<file path="src/rtl/ftsd_pkg.sv">
// ftsd_pkg: shared constants, scan states and hex-to-segment table for the seven-segment scanner
package ftsd_pkg;

    localparam logic [7:0] SEG_OFF = 8'hFF;

    typedef enum logic {ST_BLANK, ST_SHOW} scan_state_t;

    // Active-low {dp,g,f,e,d,c,b,a} with dp off
    function automatic logic [7:0] hex_to_seg(input logic [3:0] hex);
        case (hex)
            4'h0: hex_to_seg = 8'hC0;
            4'h1: hex_to_seg = 8'hF9;
            4'h2: hex_to_seg = 8'hA4;
            4'h3: hex_to_seg = 8'hB0;
            4'h4: hex_to_seg = 8'h99;
            4'h5: hex_to_seg = 8'h92;
            4'h6: hex_to_seg = 8'h82;
            4'h7: hex_to_seg = 8'hF8;
            4'h8: hex_to_seg = 8'h80;
            4'h9: hex_to_seg = 8'h90;
            4'hA: hex_to_seg = 8'h88;
            4'hB: hex_to_seg = 8'h83;
            4'hC: hex_to_seg = 8'hC6;
            4'hD: hex_to_seg = 8'hA1;
            4'hE: hex_to_seg = 8'h86;
            4'hF: hex_to_seg = 8'h8E;
        endcase
    endfunction

endpackage

</file>
<file path="src/rtl/ftsd_hex_decoder.sv">
// ftsd_hex_decoder: combinational hex/dp/dark to active-low segment pattern
module ftsd_hex_decoder
    import ftsd_pkg::*;
(
    input  logic [3:0] hex,
    input  logic       dp,
    input  logic       dark,
    output logic [7:0] seg
);

    assign seg = dark ? SEG_OFF : (hex_to_seg(hex) & {~dp, 7'h7F});

endmodule

</file>
<file path="src/rtl/ftsd_scan_ctl.sv">
// ftsd_scan_ctl: multiplexes hex digits onto a shared segment bus with a blanking gap between digits
module ftsd_scan_ctl
    import ftsd_pkg::*;
#(
    parameter int NUM_DIGITS   = 4,
    parameter int SCAN_SEL_W   = 2,
    parameter int BLANK_CYCLES = 16
) (
    input  logic                    clk,
    input  logic                    rst_n,
    input  logic                    scan_tick_in,
    input  logic [4*NUM_DIGITS-1:0] digits_in,
    input  logic [NUM_DIGITS-1:0]   dp_in,
    input  logic [NUM_DIGITS-1:0]   blank_in,
    input  logic                    lz_blank_en,
    output logic [7:0]              seg_out,
    output logic [NUM_DIGITS-1:0]   dig_en,
    output logic [SCAN_SEL_W-1:0]   scan_idx
);

    localparam int CNT_W = (BLANK_CYCLES > 1) ? $clog2(BLANK_CYCLES) : 1;
    localparam logic [CNT_W-1:0] CNT_START = CNT_W'(BLANK_CYCLES - 1);
    localparam logic [SCAN_SEL_W-1:0] LAST_IDX = SCAN_SEL_W'(NUM_DIGITS - 1);
    localparam logic [NUM_DIGITS-1:0] DIG_ONE = NUM_DIGITS'(1);

    logic                  sync1, sync2, hist, advance, above_zero;
    scan_state_t           state, state_nxt;
    logic [CNT_W-1:0]      blank_cnt, cnt_nxt;
    logic [SCAN_SEL_W-1:0] idx_nxt;
    logic [7:0]            seg_nxt, seg_dec;
    logic [NUM_DIGITS-1:0] en_nxt, lz;

    assign advance = sync2 & ~hist;

    // A digit is a leading zero when it and every digit above it are zero
    always_comb begin
        above_zero = 1'b1;
        lz = '0;
        for (int i = NUM_DIGITS - 1; i >= 0; i--) begin
            above_zero = above_zero & (digits_in[4*i +: 4] == 4'h0);
            lz[i] = lz_blank_en & above_zero & (i != 0);
        end
    end

    ftsd_hex_decoder u_dec (
        .hex  (digits_in[4*scan_idx +: 4]),
        .dp   (dp_in[scan_idx]),
        .dark (blank_in[scan_idx] | lz[scan_idx]),
        .seg  (seg_dec)
    );

    always_comb begin
        state_nxt = state;
        cnt_nxt   = blank_cnt;
        idx_nxt   = scan_idx;
        seg_nxt   = seg_out;
        en_nxt    = dig_en;
        if (state == ST_BLANK) begin
            cnt_nxt = (blank_cnt == '0) ? blank_cnt : blank_cnt - CNT_W'(1);
            if (blank_cnt == '0) begin
                state_nxt = ST_SHOW;
                seg_nxt   = seg_dec;
                en_nxt    = ~(DIG_ONE << scan_idx);
            end
        end else if (advance) begin
            state_nxt = ST_BLANK;
            cnt_nxt   = CNT_START;
            idx_nxt   = (scan_idx == LAST_IDX) ? '0 : scan_idx + SCAN_SEL_W'(1);
            seg_nxt   = SEG_OFF;
            en_nxt    = '1;
        end
    end

    always_ff @(posedge clk or negedge rst_n) begin
        if (!rst_n) begin
            sync1     <= 1'b0;
            sync2     <= 1'b0;
            hist      <= 1'b0;
            state     <= ST_BLANK;
            blank_cnt <= CNT_START;
            scan_idx  <= '0;
            seg_out   <= SEG_OFF;
            dig_en    <= '1;
        end else begin
            sync1     <= scan_tick_in;
            sync2     <= sync1;
            hist      <= sync2;
            state     <= state_nxt;
            blank_cnt <= cnt_nxt;
            scan_idx  <= idx_nxt;
            seg_out   <= seg_nxt;
            dig_en    <= en_nxt;
        end
    end

endmodule
</file>
<file path="config.mk">
export PLATFORM = sky130hd
export DESIGN_NAME = ftsd_scan_ctl
export DESIGN_NICKNAME = d
export VERILOG_FILES = /design/src/rtl/ftsd_pkg.sv /design/src/rtl/ftsd_hex_decoder.sv /design/src/rtl/ftsd_scan_ctl.sv
export SDC_FILE = /design/constraint.sdc
export NUM_CORES = 1
export LEC_CHECK = 0
export ABC_AREA = 1
export CAP_MARGIN = 15
export CORE_ASPECT_RATIO = 1.25
export CORE_MARGIN = 3
export CORE_UTILIZATION = 30
export CTS_BUF_LIST = sky130_fd_sc_hd__clkbuf_16
export CTS_CLUSTER_SIZE = 40
export DETAILED_ROUTE_END_ITERATION = 6
export PLACE_DENSITY = 0.56
export SYNTH_ARGS = -nofsm -noshare
export SYNTH_HDL_FRONTEND = slang
export SYNTH_SLANG_ARGS = --single-unit
</file>
<file path="constraint.sdc">
create_clock -name clk -period 2.1 [get_ports clk]
set_clock_uncertainty 0.05 [all_clocks]
set_input_delay 0.63 -clock clk [delete_from_list [all_inputs] [get_ports clk]]
set_output_delay 0.63 -clock clk [all_outputs]
set_load 0.1 [all_outputs]
</file>
==> impl_metrics.yaml, run 1 <==
placed_design:
  placed_area_um2: 2273
  port_buffers: 41
  hpwl_mm: 3.073
  gp_congestion: 0.7771
clock_tree:
  h-tree-depth: 1
  numCtsBuffers: 3
  cts_root_buffer: "clkbuf_16"
  cts_tree: "done"
  clock-sinks: 22
  cts_buffer_depth: 2
  clk_pin_slew_worst_paths_ns: 0.06
  holdBufCountCts: 0
  clkLatencyLatePin_ns: 0.25
final_layout:
  final_nets: 314
  nFillCells: 524
  drive_gt1_share_pct: 27.37
  area.sequential_um2: 573.1
  multi_input_area_um2: 897.1
  design_area_um2: 2381
  area.growth.synth_to_final_pct: 44.94
  layout_common_cells: "nand2_1, nor2_1, clkdlybuf4s50_1"
  antenna_cells: 0
  layout_commonest_cell: "nand2_1"
global_routing:
  grt_max_degree: 23
  grt_first_pass_wirelength_mm: 6.341
  grt_pass1_vias: 1493
  grt.total_usage_pct: 12.28
  antenna_found_initial: 0
  grt_overflow_total: 0
timing:
  slew_viol_final: 0
  setup_viol: 0
  worstMarginPinSlew_ns: 0.3605
  rsz0062_at_grt: "no"
  hold_viol_final: 0
  finalCriticalPeriod_ns: 1.922
  maxSlewHeadroom_pct: 75.97
  min_period_over_period_pct: 91.52
  worst_hold_slack_ns: 0.3068
  max_freq_ghz: 0.5203
power_and_ir_drop:
  power_frac_clock_pct: 13.2
  p_int_uw: 2009
  p_comb_share_pct: 65.7
  p_leak_uw: 0.001143
  p_sw_share_pct: 49.92
  ir_drop_mv: 0.4436
  pwr-share-seq_pct: 21.1
  p_sw_uw: 2002
  power_density_nw_per_um2: 1684
floorplan:
  die_area_um2: 6406
  start_util_pct: 31.66
  core-area_um2: 5189
  num_rows: 29
  die_x_um: 72.19
  ios: 42
  die_h_um: 88.74
critical_path:
  startpoint_type: "input pin"
  critPathArrivalTime_ns: 2.07
  end_kind: "register"
  critPathKind: "input pin to register"
  reg2regPathDepth: 12
  rr_startpoint: "scan_idx[0]"
  crit_start: "digits_in[13]"
  regToRegEndpoint: "seg_out[3]"
  worstPathRequired_ns: 2.24
  crit_end: "seg_out[5]"
  cp_max_fo: 5
  rrSetupSlack_ns: 0.40
routing:
  drt_iter0_markers: 62
  drc: 0
  antenna_left: 0
  drtPass1Iterations: 4
  wire_per_inst_um: 11.07
  vias: 1517
  vias_per_cell: 4.515
  drt-total-wl_mm: 3.720
job:
  cap_viol_max_count: 0
synth:
  syn-instance-count: 226
  ys_seq_elements: 22
  yosysSeqAreaShare_pct: 34.73
  syn_avg_cell_area_um2: 7.269
  synth_cell_type_count: 25
  syn_area_um2: 1643
  syn_nets: 265
  yosysWarnings: 0
worst_hold_path:
  holdCritPathClass: "register to register"
  hold_depth: 0
outcome:
  outcome: "finished clean"
==> critical path: stages <==
cell,delay (ns)
clkdlybuf4s50_1,0.47
nand2_1,0.05
nand3_1,0.12
nand2_2,0.11
inv_2,0.10
ha_1,0.16
nand3_1,0.12
a21oi_1,0.16
nor2_1,0.06
nor2_1,0.08
==> sequential cells by signal, indices dropped and copies added (netlist names) <==
name / flops
blank_cnt: 4
sync2: 1
state: 1
hist: 1
scan_idx: 2
sync1: 1
seg_out: 8
dig_en: 4
==> worst min-delay path by stage <==
| stage | startpoint | end | slack (ns) |
|---|---|---|---|
| 2_1_floorplan | rst_n | hist | 0.28 |
| 3_3_place_gp | sync1 | sync2 | 0.28 |
| 3_5_place_dp | sync1 | sync2 | 0.29 |
| 4_1_cts | sync1 | sync2 | 0.32 |
| 5_1_grt | sync1 | sync2 | 0.33 |
| 6_report | sync1 | sync2 | 0.31 |
==> power by group through the flow <==
stage / Clock, µW / Combinational [µW] / Sequential, µW
6_report: 530 / 2630 / 846
5_1_grt: 559 / 2890 / 874
4_1_cts: 542 / 2660 / 853
3_5_place_dp: 0 / 2650 / 858
3_3_place_gp: 0 / 2650 / 855
2_1_floorplan: 0 / 1180 / 1530
==> metal layers <==
metal	global-route usage, %	share of wire [%]	vias up
met1	13.77	43	666
met4	3.932	1.3	0
met3	2.159	5.1	4
li1	-	-	806
met2	23.20	50	41
met5	0	0	-
==> through the flow <==
stage	utilization (%)	TNS (ns)	setup WS [ns]	std cells	power [µW]
floorplan	-	0	0.03437	226	2714
global placement	43.81	-0.6457	-0.1342	332	3505
detailed placement	43.81	-0.9000	-0.1726	332	3509
CTS	45.84	0	0.09112	336	4051
global route	45.89	0	0.02166	336	4324
finish	45.89	0	0.1780	336	4011
==> cell usage after synthesis (all sizes together) <==
master / number / share of area (%)
dfrtp: 6 / 9.1
buf: 6 / 4.1
xor2: 1 / 0.53
o22ai: 1 / 0.38
nand3b: 1 / 0.46
dfstp: 16 / 26
or2: 2 / 0.76
ha: 11 / 8.4
nand2: 73 / 19
inv: 27 / 6.5
a21oi: 5 / 1.5
nor2: 32 / 7.8
clkinv: 1 / 0.23
a31oi: 5 / 1.9
o21ai: 8 / 2.7
nand3: 31 / 11
==> layout make-up <==
type                    count  share of cell area, %
inverters                  28                  4.624
clock inverters             1                  1.261
clock buffers               3                  3.153
flip-flops and latches     22                  24.07
multi-input cells         170                  37.68
repair buffers             50                  25.96
well taps                  62                  3.258
==> timing repair <==
item | CTS | global route
endpoints found under the hold margin | 0 | 0
setup endpoints to repair | 0 | 3
gates resized for setup | 0 | 2
buffers inserted | 0 | 0
==> cell families after synthesis <==
family / after synthesis / share of synthesized area [%]
buf+inv: 34 / 10.81
flops: 22 / 34.73
simple gates: 139 / 39.07
xor+xnor: 1 / 0.5332
fa+ha+maj: 11 / 8.378
compound gates: 19 / 6.474
Note: power is estimated with default switching activity, not from simulation.
==> inputs of run 2 (changes only) <==
--- a/config.mk
+++ b/config.mk
@@ -7,7 +7,7 @@
 export LEC_CHECK = 0
 export ABC_AREA = 1
 export CAP_MARGIN = 15
-export CORE_ASPECT_RATIO = 1.25
+export CORE_ASPECT_RATIO = 1.2
 export CORE_MARGIN = 3
 export CORE_UTILIZATION = 30
 export CTS_BUF_LIST = sky130_fd_sc_hd__clkbuf_16
==> run 2 against run 1 <==
Clock-buffer cell count did not move. Combinational power fell by 2%. Worst hold slack got worse by 0.0057 ns. Core utilization rose by 0.32 points. Sequential share of layout area rose by 0.18 points. Critical path type unchanged. Largest cell class unchanged. Worst setup slack barely moved. Cell count fell by 1.2%. Sequential cell count did not move. Sequential power rose by 3.9%. Total power fell by 0.69%. Cell area fell by 0.74%. Global-route usage fell by 0.32 points.
==> impl_metrics.yaml, run 2 (synthesized netlist as in run 1, its figures left out) <==
routing:
  drtPass1Iterations: 4
  antenna_left: 0
  drt_iter0_markers: 57
  vias: 1494
  drc: 0
  wire_per_inst_um: 10.66
  vias_per_cell: 4.500
  drt-total-wl_mm: 3.539
critical_path:
  slowest_stage: "clkdlybuf4s50_1"
  critPathArrivalTime_ns: 2.07
  path_delay_family: "buffers and inverters"
  startpoint_type: "input pin"
  critPathKind: "input pin to register"
  critPathBufInv: 2
  cp_max_fo: 5
  end_kind: "register"
  slowest_delay_ns: 0.47
  cp_cell_sequence: "clkdlybuf4s50_1 -> nand2_1 -> nand3_1 -> nand2_2 -> inv_2 -> ha_1 -> nand3_1 -> a21oi_1 -> nor2_1 -> nor2_1"
  worstPathRequired_ns: 2.25
job:
  cap_viol_max_count: 0
floorplan:
  start_util_pct: 32.12
  core-area_um2: 5115
  die_x_um: 73.55
  ios: 42
  num_rows: 28
  die_area_um2: 6403
  die_h_um: 87.06
power_and_ir_drop:
  ir_drop_mv: 0.5753
  p_leak_uw: 0.001133
  p_sw_share_pct: 50.19
  p_comb_share_pct: 64.6
  p_int_uw: 1984
  p_sw_uw: 1999
  pwr-share-seq_pct: 22.1
  power_frac_clock_pct: 13.3
  power_density_nw_per_um2: 1685
placed_design:
  post-place-ws_ns: -0.1866
  gp_congestion: 0.8122
  hpwl_mm: 2.975
  port_buffers: 41
clock_tree:
  h-tree-depth: 1
  cts_buffer_depth: 2
  clk_pin_slew_worst_paths_ns: 0.06
  clock-sinks: 22
  clkLatencyLatePin_ns: 0.26
  cts_tree: "done"
  post-cts-setup-buffer-count: 0
  cts-resized-gates: 0
  cts_root_buffer: "clkbuf_16"
  numCtsBuffers: 3
  holdBufCountCts: 0
final_layout:
  drive_gt1_share_pct: 26.84
  largestRegisters: "seg_out (8), blank_cnt (4), dig_en (4)"
  antenna_cells: 0
  nFillCells: 529
  layout_common_cells: "nand2_1, nor2_1, clkdlybuf4s50_1"
  final_nets: 312
  regMostFlops: "seg_out"
  largest_reg_flops: 8
  layout_commonest_cell: "nand2_1"
  area.growth.synth_to_final_pct: 43.87
  final_util_pct: 46.21
outcome:
  outcome: "finished clean"
timing:
  maxSlewHeadroom_pct: 72.79
  setup_viol: 0
  slew_viol_final: 0
  finalWorstSetupSlack_ns: 0.1778
  setup_tns_ns: 0
  max_freq_ghz: 0.5202
  rsz0062_at_grt: "no"
  finalCriticalPeriod_ns: 1.922
  hold_viol_final: 0
  min_period_over_period_pct: 91.53
  worstMarginPinSlew_ns: 0.4082
global_routing:
  grt_max_degree: 23
  antenna_found_initial: 0
  grt.total_usage_pct: 11.95
  grt_pass1_vias: 1459
  grt_overflow_total: 0
  grt_first_pass_wirelength_mm: 6.072
worst_hold_path:
  holdCritPathClass: "register to register"
==> run 2: cell count changes in the layout (fill, tap and decap cells not counted), sizes merged <==
| cell | change |
|---|---|
| buf | -2 |
==> run 2: power by group through the flow <==
stage,clock network (µW),registers (µW),logic (µW)
global placement,0,889,2590
CTS,542,886,2590
finish,530,879,2570
global route,560,913,2810
floorplan,0,1530,1180
detailed placement,0,893,2590
==> run 2: area by class of cell <==
cell class	count	area [µm²]	area share, %
tap	60	75.07	3.176
multi-input combinational	170	897.1	37.96
inverter	28	110.1	4.659
clock buffer	3	75.07	3.176
timing repair buffer	48	603.1	25.52
sequential	22	573.1	24.25
clock inverter	1	30.03	1.271
==> run 2: per-stage QoR <==
step	hold slack (ns)	cells	power [µW]	cell area (µm²)
5_1_grt	0.3316	332	4283	2364
6_report	0.3011	332	3983	2364
3_3_place_gp	0.2856	328	3476	2256
2_1_floorplan	0.2812	226	2714	1645
4_1_cts	0.3016	332	4018	2361
3_5_place_dp	0.2879	328	3479	2256
==> run 2: path summary, 6_finish.rpt <==
| kind | from | to | slack, ns | cells after the start |
|---|---|---|---|---|
| setup reg to reg | scan_idx[0] | seg_out[3] | 0.34 | 12 |
| setup / recovery | digits_in[13] | seg_out[5] | 0.18 | 10 |
| max in group asynchronous | rst_n | blank_cnt[2] | 1.06 | 2 |
| hold reg to reg | sync1 | sync2 | 0.30 | 0 |
| min in group asynchronous | rst_n | scan_idx[0] | 0.67 | 2 |
| hold / removal | sync1 | sync2 | 0.30 | 0 |
==> run 2: routing by layer <==
metal	vias up	share of wire [%]	global-route usage, %
li1	801	-	-
met4	0	1.7	5.107
met2	30	52	21.29
met5	-	0	0
met1	658	43	13.60
met3	5	4.1	2.309
==> run 2: worst register-to-register path, cell delays in order (launching register included) <==
cell     delay, ns
dfrtp_2       0.62
inv_6         0.08
nand2_1       0.07
nand3_1       0.09
nand2_2       0.13
inv_2         0.07
ha_1          0.21
nand3_1       0.12
nand2_1       0.07
nand2_1       0.05
nand3_1       0.06
nand2_1       0.06
inv_1         0.03
